==> src/rtl/sqrt_arbiter_pkg.sv <==
// Shared definitions for the square-root core arbiter: core widths, default
// timing, FSM state encoding and a small width helper.
package sqrt_arbiter_pkg;

    // Native widths of the tilt square-root core (x_in / x_out).
    localparam int SQRT_IN_W        = 22;
    localparam int SQRT_OUT_W       = 12;

    // Minimum cycles after issue before the core's ready flag is trusted,
    // and the cycle count at which an unanswered operation is abandoned.
    localparam int SQRT_LAT_DEF     = 16;
    localparam int SQRT_TIMEOUT_DEF = 64;

    // Operation sequencer states.
    typedef enum logic {
        ST_IDLE = 1'b0,
        ST_WAIT = 1'b1
    } state_e;

    // Width of an index into n items; never narrower than one bit so a
    // single-requester build still has a legal (constant zero) pointer.
    function automatic int idx_w(input int n);
        return (n > 1) ? $clog2(n) : 1;
    endfunction

endpackage

==> src/rtl/sqrt_arbiter_rr.sv <==
// Combinational round-robin grant logic. The pointer names the requester with
// the highest priority this cycle; the pointer register itself lives in the
// parent so this block stays purely combinational.
module sqrt_arbiter_rr
    import sqrt_arbiter_pkg::*;
#(
    parameter  int N  = 2,
    localparam int PW = idx_w(N)
) (
    input  logic [N-1:0]  req,
    input  logic [PW-1:0] ptr,
    output logic [N-1:0]  grant,
    output logic          any
);

    // Scan from the pointer upward with wrap-around and grant the first
    // pending request; later hits are masked once one has been found.
    always_comb begin
        logic [PW-1:0] idx;
        grant = '0;
        any   = 1'b0;
        idx   = '0;
        for (int i = 0; i < N; i++) begin
            idx = PW'((int'(ptr) + i) % N);
            if (!any && req[idx]) begin
                grant[idx] = 1'b1;
                any        = 1'b1;
            end
        end
    end

endmodule

==> src/rtl/sqrt_arbiter.sv <==
// Time-shares one square-root core between NUM_REQ requesters. One operation
// is in flight at a time: the winner's radicand is registered onto the core
// input and held, the core's ready flag is ignored for the first SQRT_LAT
// cycles (it may still show the previous result), and an operation that gets
// no answer by TIMEOUT cycles is returned with an error flag instead.
module sqrt_arbiter
    import sqrt_arbiter_pkg::*;
#(
    parameter int NUM_REQ  = 2,
    parameter int IN_W     = SQRT_IN_W,
    parameter int OUT_W    = SQRT_OUT_W,
    parameter int SQRT_LAT = SQRT_LAT_DEF,
    parameter int TIMEOUT  = SQRT_TIMEOUT_DEF,
    parameter int CNT_W    = 7
) (
    input  logic                    clk,
    input  logic                    reset,
    input  logic [NUM_REQ-1:0]      req_valid,
    input  logic [NUM_REQ*IN_W-1:0] req_data,
    output logic [NUM_REQ-1:0]      req_ack,
    output logic [NUM_REQ-1:0]      res_valid,
    output logic [OUT_W-1:0]        res_data,
    output logic                    res_err,
    output logic                    busy,
    output logic                    err_timeout,
    output logic [IN_W-1:0]         sqrt_in,
    input  logic [OUT_W-1:0]        sqrt_out,
    input  logic                    sqrt_ready
);

    localparam int               PTR_W    = idx_w(NUM_REQ);
    localparam logic [CNT_W-1:0] LAT_CNT  = CNT_W'(SQRT_LAT);
    localparam logic [CNT_W-1:0] TO_CNT   = CNT_W'(TIMEOUT);
    localparam logic [PTR_W-1:0] LAST_PTR = PTR_W'(NUM_REQ - 1);

    state_e               state_q,       state_d;
    logic [PTR_W-1:0]     ptr_q,         ptr_d;
    logic [CNT_W-1:0]     cnt_q,         cnt_d;
    logic [PTR_W-1:0]     tag_q,         tag_d;
    logic [IN_W-1:0]      sqrt_in_q,     sqrt_in_d;
    logic [NUM_REQ-1:0]   res_valid_q,   res_valid_d;
    logic [OUT_W-1:0]     res_data_q,    res_data_d;
    logic                 res_err_q,     res_err_d;
    logic                 err_timeout_q, err_timeout_d;

    logic [NUM_REQ-1:0]   grant;
    logic                 grant_any;
    logic [PTR_W-1:0]     grant_idx;
    logic [IN_W-1:0]      grant_data;

    sqrt_arbiter_rr #(
        .N     (NUM_REQ)
    ) u_rr (
        .req   (req_valid),
        .ptr   (ptr_q),
        .grant (grant),
        .any   (grant_any)
    );

    // Turn the one-hot grant into an index and select that requester's radicand.
    always_comb begin
        grant_idx  = '0;
        grant_data = '0;
        for (int i = 0; i < NUM_REQ; i++) begin
            if (grant[i]) begin
                grant_idx  = PTR_W'(i);
                grant_data = req_data[i*IN_W +: IN_W];
            end
        end
    end

    // Sequencer: accept in IDLE, then count in WAIT until the core answers
    // (after the blind window) or the timeout expires. Capture beats timeout
    // when both fall on the same cycle.
    always_comb begin
        state_d       = state_q;
        ptr_d         = ptr_q;
        cnt_d         = cnt_q;
        tag_d         = tag_q;
        sqrt_in_d     = sqrt_in_q;
        res_valid_d   = '0;
        res_data_d    = res_data_q;
        res_err_d     = 1'b0;
        err_timeout_d = err_timeout_q;

        unique case (state_q)
            ST_IDLE: begin
                if (grant_any) begin
                    sqrt_in_d = grant_data;
                    tag_d     = grant_idx;
                    cnt_d     = '0;
                    ptr_d     = (grant_idx == LAST_PTR) ? '0 : grant_idx + 1'b1;
                    state_d   = ST_WAIT;
                end
            end
            ST_WAIT: begin
                if (cnt_q != TO_CNT) begin
                    cnt_d = cnt_q + 1'b1;
                end
                if ((cnt_q >= LAT_CNT) && sqrt_ready) begin
                    res_data_d  = sqrt_out;
                    res_valid_d = NUM_REQ'(1) << tag_q;
                    res_err_d   = 1'b0;
                    state_d     = ST_IDLE;
                end else if (cnt_q == TO_CNT) begin
                    res_data_d    = '0;
                    res_valid_d   = NUM_REQ'(1) << tag_q;
                    res_err_d     = 1'b1;
                    err_timeout_d = 1'b1;
                    state_d       = ST_IDLE;
                end
            end
            default: begin
                state_d = ST_IDLE;
            end
        endcase
    end

    // State and output registers; reset discards any operation in flight.
    always_ff @(posedge clk or posedge reset) begin
        if (reset) begin
            state_q       <= ST_IDLE;
            ptr_q         <= '0;
            cnt_q         <= '0;
            tag_q         <= '0;
            sqrt_in_q     <= '0;
            res_valid_q   <= '0;
            res_data_q    <= '0;
            res_err_q     <= 1'b0;
            err_timeout_q <= 1'b0;
        end else begin
            state_q       <= state_d;
            ptr_q         <= ptr_d;
            cnt_q         <= cnt_d;
            tag_q         <= tag_d;
            sqrt_in_q     <= sqrt_in_d;
            res_valid_q   <= res_valid_d;
            res_data_q    <= res_data_d;
            res_err_q     <= res_err_d;
            err_timeout_q <= err_timeout_d;
        end
    end

    // The grant is only an acknowledge while idle and out of reset; a
    // request held during reset must not look accepted.
    assign req_ack     = ((state_q == ST_IDLE) && !reset) ? grant : '0;
    assign busy        = (state_q == ST_WAIT);
    assign res_valid   = res_valid_q;
    assign res_data    = res_data_q;
    assign res_err     = res_err_q;
    assign err_timeout = err_timeout_q;
    assign sqrt_in     = sqrt_in_q;

endmodule
==> config.mk <==
export PLATFORM = sky130hd
export DESIGN_NAME = sqrt_arbiter
export DESIGN_NICKNAME = d
export VERILOG_FILES = /design/src/rtl/sqrt_arbiter_pkg.sv /design/src/rtl/sqrt_arbiter_rr.sv /design/src/rtl/sqrt_arbiter.sv
export SDC_FILE = /design/constraint.sdc
export NUM_CORES = 1
export LEC_CHECK = 0
export CAP_MARGIN = 20
export CORE_ASPECT_RATIO = 0.5
export CORE_MARGIN = 10
export CORE_UTILIZATION = 44
export DETAILED_ROUTE_END_ITERATION = 7
export PLACE_DENSITY = 0.85
export SYNTH_ARGS = -nofsm -noshare
export SYNTH_HDL_FRONTEND = slang
export SYNTH_SLANG_ARGS = --single-unit
==> constraint.sdc <==
create_clock -name clk -period 2.65 [get_ports clk]
set_input_delay 0.3975 -clock clk [delete_from_list [all_inputs] [get_ports clk]]
set_output_delay 0.3975 -clock clk [all_outputs]
set_load 0.05 [all_outputs]
==> results of run 1 <==
[cell families (layout without fill, tap and decap cells)]
group,Yosys count,after routing
xor gates and xnor gates,2,2
DFF,48,48
muxes,2,2
buffers and inverters,20,119
adders and majority gates,2,2
and+or+nand+nor,49,49
AOI/OAI and AO/OA,71,71
[where the power goes]
group	switching, mW	internal, mW	leakage [nW]
logic	1.37	0.754	0.755
clock network	0.261	0.284	0.0548
registers	0.230	1.01	0.612
total	1.86	2.05	1.42
[Yosys cell counts (all sizes together)]
cell type | n | area share [%]
dfrtp | 48 | 56
nand2 | 29 | 5.1
o21ai | 24 | 5.6
a32oi | 22 | 9.0
a22o | 12 | 4.9
buf | 12 | 3.1
a21oi | 5 | 1.7
inv | 5 | 0.87
nor2 | 5 | 0.87
clkbuf | 3 | 0.52
and3 | 2 | 0.58
ha | 2 | 1.2
mux2i | 2 | 0.93
nand4 | 2 | 0.87
nor3 | 2 | 0.47
o31ai | 2 | 0.70
or2 | 2 | 0.70
or3 | 2 | 0.58
xor2 | 2 | 0.81
a21boi | 1 | 0.52
a2bb2oi | 1 | 0.41
a31oi | 1 | 0.29
and4bb | 1 | 0.58
nand2b | 1 | 0.29
nand3 | 1 | 0.23
nor2b | 1 | 0.29
nor3b | 1 | 0.58
o21bai | 1 | 0.35
o311a | 1 | 0.99
o41ai | 1 | 1.3
[area by class of cell]
class,count,area (µm²)
repair buffers,106,1070
multi-input cells,126,857
clock inverters,3,46.3
clock buffers,5,68.8
well taps,66,82.6
flip-flops and latches,48,1200
inverters,5,18.8
fillers,329,1210
[through the flow]
step	hold slack (ns)	area (µm²)	util [%]	instances	setup slack, ns
2_1_floorplan	0.416	2150	-	194	0.218
3_3_place_gp	0.446	3230	70.9	351	0.656
3_5_place_dp	0.455	3230	70.9	351	0.595
4_1_cts	0.478	3340	73.4	359	0.440
5_1_grt	0.492	3340	73.4	359	0.375
6_report	0.471	3340	73.4	359	0.436
[registers in the layout (all words and copies together) (netlist names)]
| signal | flops |
|---|---|
| ptr_q | 1 |
| busy | 1 |
| res_err | 1 |
| cnt_q | 7 |
| res_valid | 2 |
| err_timeout | 1 |
| sqrt_in | 22 |
| res_data | 12 |
| tag_q | 1 |
[metal layers]
layer | GRT usage (%) | share of wire (%) | wire (µm)
met5 | 0 | 0 | 0
met4 | 4.26 | 1.5 | 107
met3 | 4.29 | 5.2 | 365
met2 | 33.5 | 56 | 3970
met1 | 18.1 | 37 | 2590
[worst max-delay path by stage]
| stage | startpoint | endpoint | slack (ns) | depth (start not counted) |
|---|---|---|---|---|
| global placement | req_valid[1] | req_ack[1] | 0.66 | 4 |
| global route | busy | busy | 0.38 | 1 |
| CTS | busy | busy | 0.44 | 1 |
| finish | busy | busy | 0.44 | 1 |
| floorplan | reset | req_ack[0] | 0.22 | 2 |
| detailed placement | req_valid[1] | req_ack[1] | 0.59 | 4 |
==> reports/metrics.csv, run 1 <==
metric;value;unit
synthXorXnorAreaFrac;0.814;%
syn_inst;194;
portBuffers;101;
clock-sinks;48;
start_kind;flip-flop;
grt_pass1_vias;2126;
gr-total-overflow;0;
crit_chain;clkdlybuf4s50_1;
cts_buffers;5;
cts_setup_buffers;0;
status;finished clean;
firstDrtPassIters;4;
ir_drop;0.744;mV
critPathTopFamily;buffers and inverters;
cpPeakStageDelay;0.89;ns
grt_pass1_wl;11800;µm
antenna_found_initial;0;
die-area;8250;µm²
path_buf_inv;1;
path_max_fanout;11;
syn2layout_area_growth;55.4;%
gp_congestion;0.769;
coreArea;4550;µm²
grt_usage;17.3;%
cts_resized;0;
start_util;47.3;%
p_leak;1.42;nW
muxShareOfSynthArea;0.931;%
cts_max_level;2;
fmax;452;MHz
whs_endpoint;err_timeout;
finalHoldViolations;0;
drive_gt1_share;8.53;%
wire_per_inst;19.6;µm
required;2.25;ns
syn_area;2150;µm²
finalPower;3.91;mW
synth_compound_gate_area_share;25.7;%
synth_top_family_by_area;compound AO/OA/AOI/OAI gates;
tightest_slew;0.600;ns
synth-simple-area-share;11.1;%
fin_crit;2.21;ns
io-pin-count;102;
antenna_cells;0;
clockRootBuffer;clkbuf_8;
timing.final.crit_share;83.6;%
crit-reg2reg-launch;cnt_q[5];
die_y;69.4;µm
syn-num-nets;257;
path_clk_slew;0.09;ns
fin_tns_setup;0;ns
ys_seq_elements;48;
final_cell_mix;99 x clkdlybuf4s50_1, 48 x dfrtp_1, 29 x nand2_1, 22 x a32oi_1, 21 x o21ai_0;
crit_path_end_kind;primary output;
antenna_left;0;
clk_latency;0.30;ns
maxSlewHeadroom;60.0;%
routed_via_density;5.44;
drtIter0Drc;178;
hold_buffers;0;
die_w;119;µm
cts_tree;built;
arrival;1.82;ns
fin_worst_skew;0.00634;ns
fin_nets;355;
r2r_slack;1.08;ns
avgSynthCellArea;11.1;µm²
final_max_slew_viol_count;0;
yosysWarnings;0;
vias;1954;
reg2reg_depth;3;
dp_hpwl;5170;µm
min_path_cells;1;
ys_types;37;
grt_max_degree;49;
yosys.area_share.adder;1.16;%
cellPowerDensity;1170;nW/µm²
yosysSeqAreaShare;55.8;%
rows;17;
hold_class;flip-flop to flip-flop;
setup_viol;0;
worstHoldStart;err_timeout;
cts_buffer_depth;2;
critical_path_class;flip-flop to primary output;
post-route-drc-count;0;
layout_commonest_cell;clkdlybuf4s50_1;
wirelength;7030;µm
maxCapViolCount;0;
rsz0062_at_grt;no;
slowest_stage;clkdlybuf4s50_1;
r2r-end;res_data[7];
Power figures use the tool's default switching activity.
==> inputs of run 2 (changes only) <==
--- a/config.mk
+++ b/config.mk
@@ -8,9 +8,9 @@
 export CAP_MARGIN = 20
 export CORE_ASPECT_RATIO = 0.5
 export CORE_MARGIN = 10
-export CORE_UTILIZATION = 44
+export CORE_UTILIZATION = 37
 export DETAILED_ROUTE_END_ITERATION = 7
-export PLACE_DENSITY = 0.85
+export PLACE_DENSITY = 0.77
 export SYNTH_ARGS = -nofsm -noshare
 export SYNTH_HDL_FRONTEND = slang
 export SYNTH_SLANG_ARGS = --single-unit
==> constraint.sdc (replaced) <==
create_clock -name clk -period 1.95 [get_ports clk]
set_input_delay 0.2925 -clock clk [delete_from_list [all_inputs] [get_ports clk]]
set_output_delay 0.2925 -clock clk [all_outputs]
set_load 0.05 [all_outputs]
==> reports/metrics.csv, run 2 (synthesis gave the netlist of run 1 again) <==
metric;value;unit
final_max_slew_viol_count;0;
drtIter0Drc;124;
die-area;9450;µm²
layout_commonest_cell;clkdlybuf4s50_1;
cts_max_level;2;
die_w;128;µm
cts_buffer_depth;2;
path_max_fanout;2;
hold_buffers;0;
start_kind;flip-flop;
dp_hpwl;5060;µm
status;finished clean;
path_clk_slew;0.07;ns
whs;0.464;ns
fmax;562;MHz
path_buf_inv;1;
die_y;73.9;µm
vias;1951;
cpPeakStageDelay;0.85;ns
maxSlewHeadroom;60.7;%
seqCellArea;1200;µm²
cts_resized;0;
clockRootBuffer;clkbuf_16;
wire_per_inst;18.1;µm
clock-sinks;48;
reg2reg_depth;3;
grt_pass1_wl;10800;µm
p_leak;1.44;nW
setup_slack;0.170;ns
start_util;38.7;%
cts_setup_buffers;0;
timing.final.crit_share;91.3;%
whs_endpoint;res_valid[0];
gp_congestion;0.811;
critPathTopFamily;buffers and inverters;
grt_max_degree;49;
min_path_cells;1;
arrival;1.49;ns
worstHoldStart;tag_q;
routed_via_density;5.30;
tightest_slew;0.590;ns
clk_latency;0.29;ns
crit-reg2reg-launch;cnt_q[5];
fin_crit;1.78;ns
rows;19;
setup_viol;0;
syn2layout_area_growth;59.0;%
io-pin-count;102;
cellPowerDensity;1590;nW/µm²
largest_reg_flops;22;
antenna_found_initial;0;
wirelength;6660;µm
antenna_left;0;
fin_worst_skew;0.00250;ns
fin_nets;357;
critical_path_class;flip-flop to primary output;
portBuffers;101;
startpoint;sqrt_in[21];
rsz0062_at_grt;no;
antenna_cells;0;
r2r_slack;0.39;ns
coreArea;5560;µm²
gr-total-overflow;0;
grt_pass1_vias;2064;
post-route-drc-count;0;
cts_buffers;5;
preCtsSetupSlack;0.207;ns
multi_input_area;862;µm²
final_cell_mix;98 x clkdlybuf4s50_1, 48 x dfrtp_1, 29 x nand2_1, 22 x a32oi_1, 21 x o21ai_0;
finalHoldViolations;0;
r2r-end;res_data[6];
grt_usage;14.1;%
maxCapViolCount;0;
fin_tns_setup;0;ns
drive_gt1_share;9.83;%
cts_tree;built;
n_fill_cell;456;
crit_path_end_kind;primary output;
hold_class;flip-flop to flip-flop;
ir_drop;0.873;mV
crit_chain;clkdlybuf4s50_1;
slowest_stage;clkdlybuf4s50_1;
required;1.66;ns
firstDrtPassIters;4;
[run 2: changes by cell type in the layout (fill, tap and decap cells not counted), moves of 2 or more]
| cell | delta |
|---|---|
| clkinvlp_4 | +2 |
| clkbuf_16 | +5 |
| buf_4 | +2 |
| clkbuf_8 | -5 |
[run 2: power breakdown]
part | switching, mW | internal [mW] | leakage, nW
combinational | 1.85 | 1.05 | 0.766
clock | 0.383 | 0.477 | 0.0660
sequential | 0.302 | 1.38 | 0.612
[run 2: final cells by class]
type                    count  share of cell area (%)
clock buffers               5                    3.66
inverters                   5                   0.659
clock inverters             3                   0.695
repair buffers            108                    32.0
flip-flops and latches     48                    35.1
well taps                  73                    2.67
multi-input cells         126                    25.2
[run 2: worst register-to-register path, cell delays in order (launching register included)]
cell     delay (ns)
dfrtp_1        0.45
o311a_4        0.49
a21oi_4        0.35
a22o_1         0.20
[run 2: how the worst max path moves through the flow]
stage	to	slack, ns	cells past startpoint
finish	sqrt_in[21]	0.17	1
global route	req_ack[0]	0.12	3
CTS	sqrt_in[21]	0.16	1
detailed placement	sqrt_in[20]	0.21	5
global placement	req_ack[0]	0.26	4
floorplan	req_ack[0]	0.10	2
[run 2: layer usage]
layer / track usage (%) / share of wire, % / vias up / routed length, µm
met5: 0 / 0 / - / 0
met4: 5.33 / 2.0 / 0 / 132
met3: 3.37 / 4.4 / 14 / 293
met2: 26.9 / 56 / 48 / 3700
met1: 15.1 / 38 / 966 / 2540
li1: - / - / 923 / -
[run 2: per-stage QoR]
step / power (mW) / area [µm²] / utilization, % / instances
after detailed placement: 4.62 / 3270 / 58.8 / 360
after global placement: 4.53 / 3270 / 58.8 / 360
after global routing: 5.76 / 3420 / 61.5 / 368
after floorplan: 3.55 / 2160 / - / 194
final: 5.44 / 3420 / 61.5 / 368
after CTS: 5.50 / 3420 / 61.5 / 368
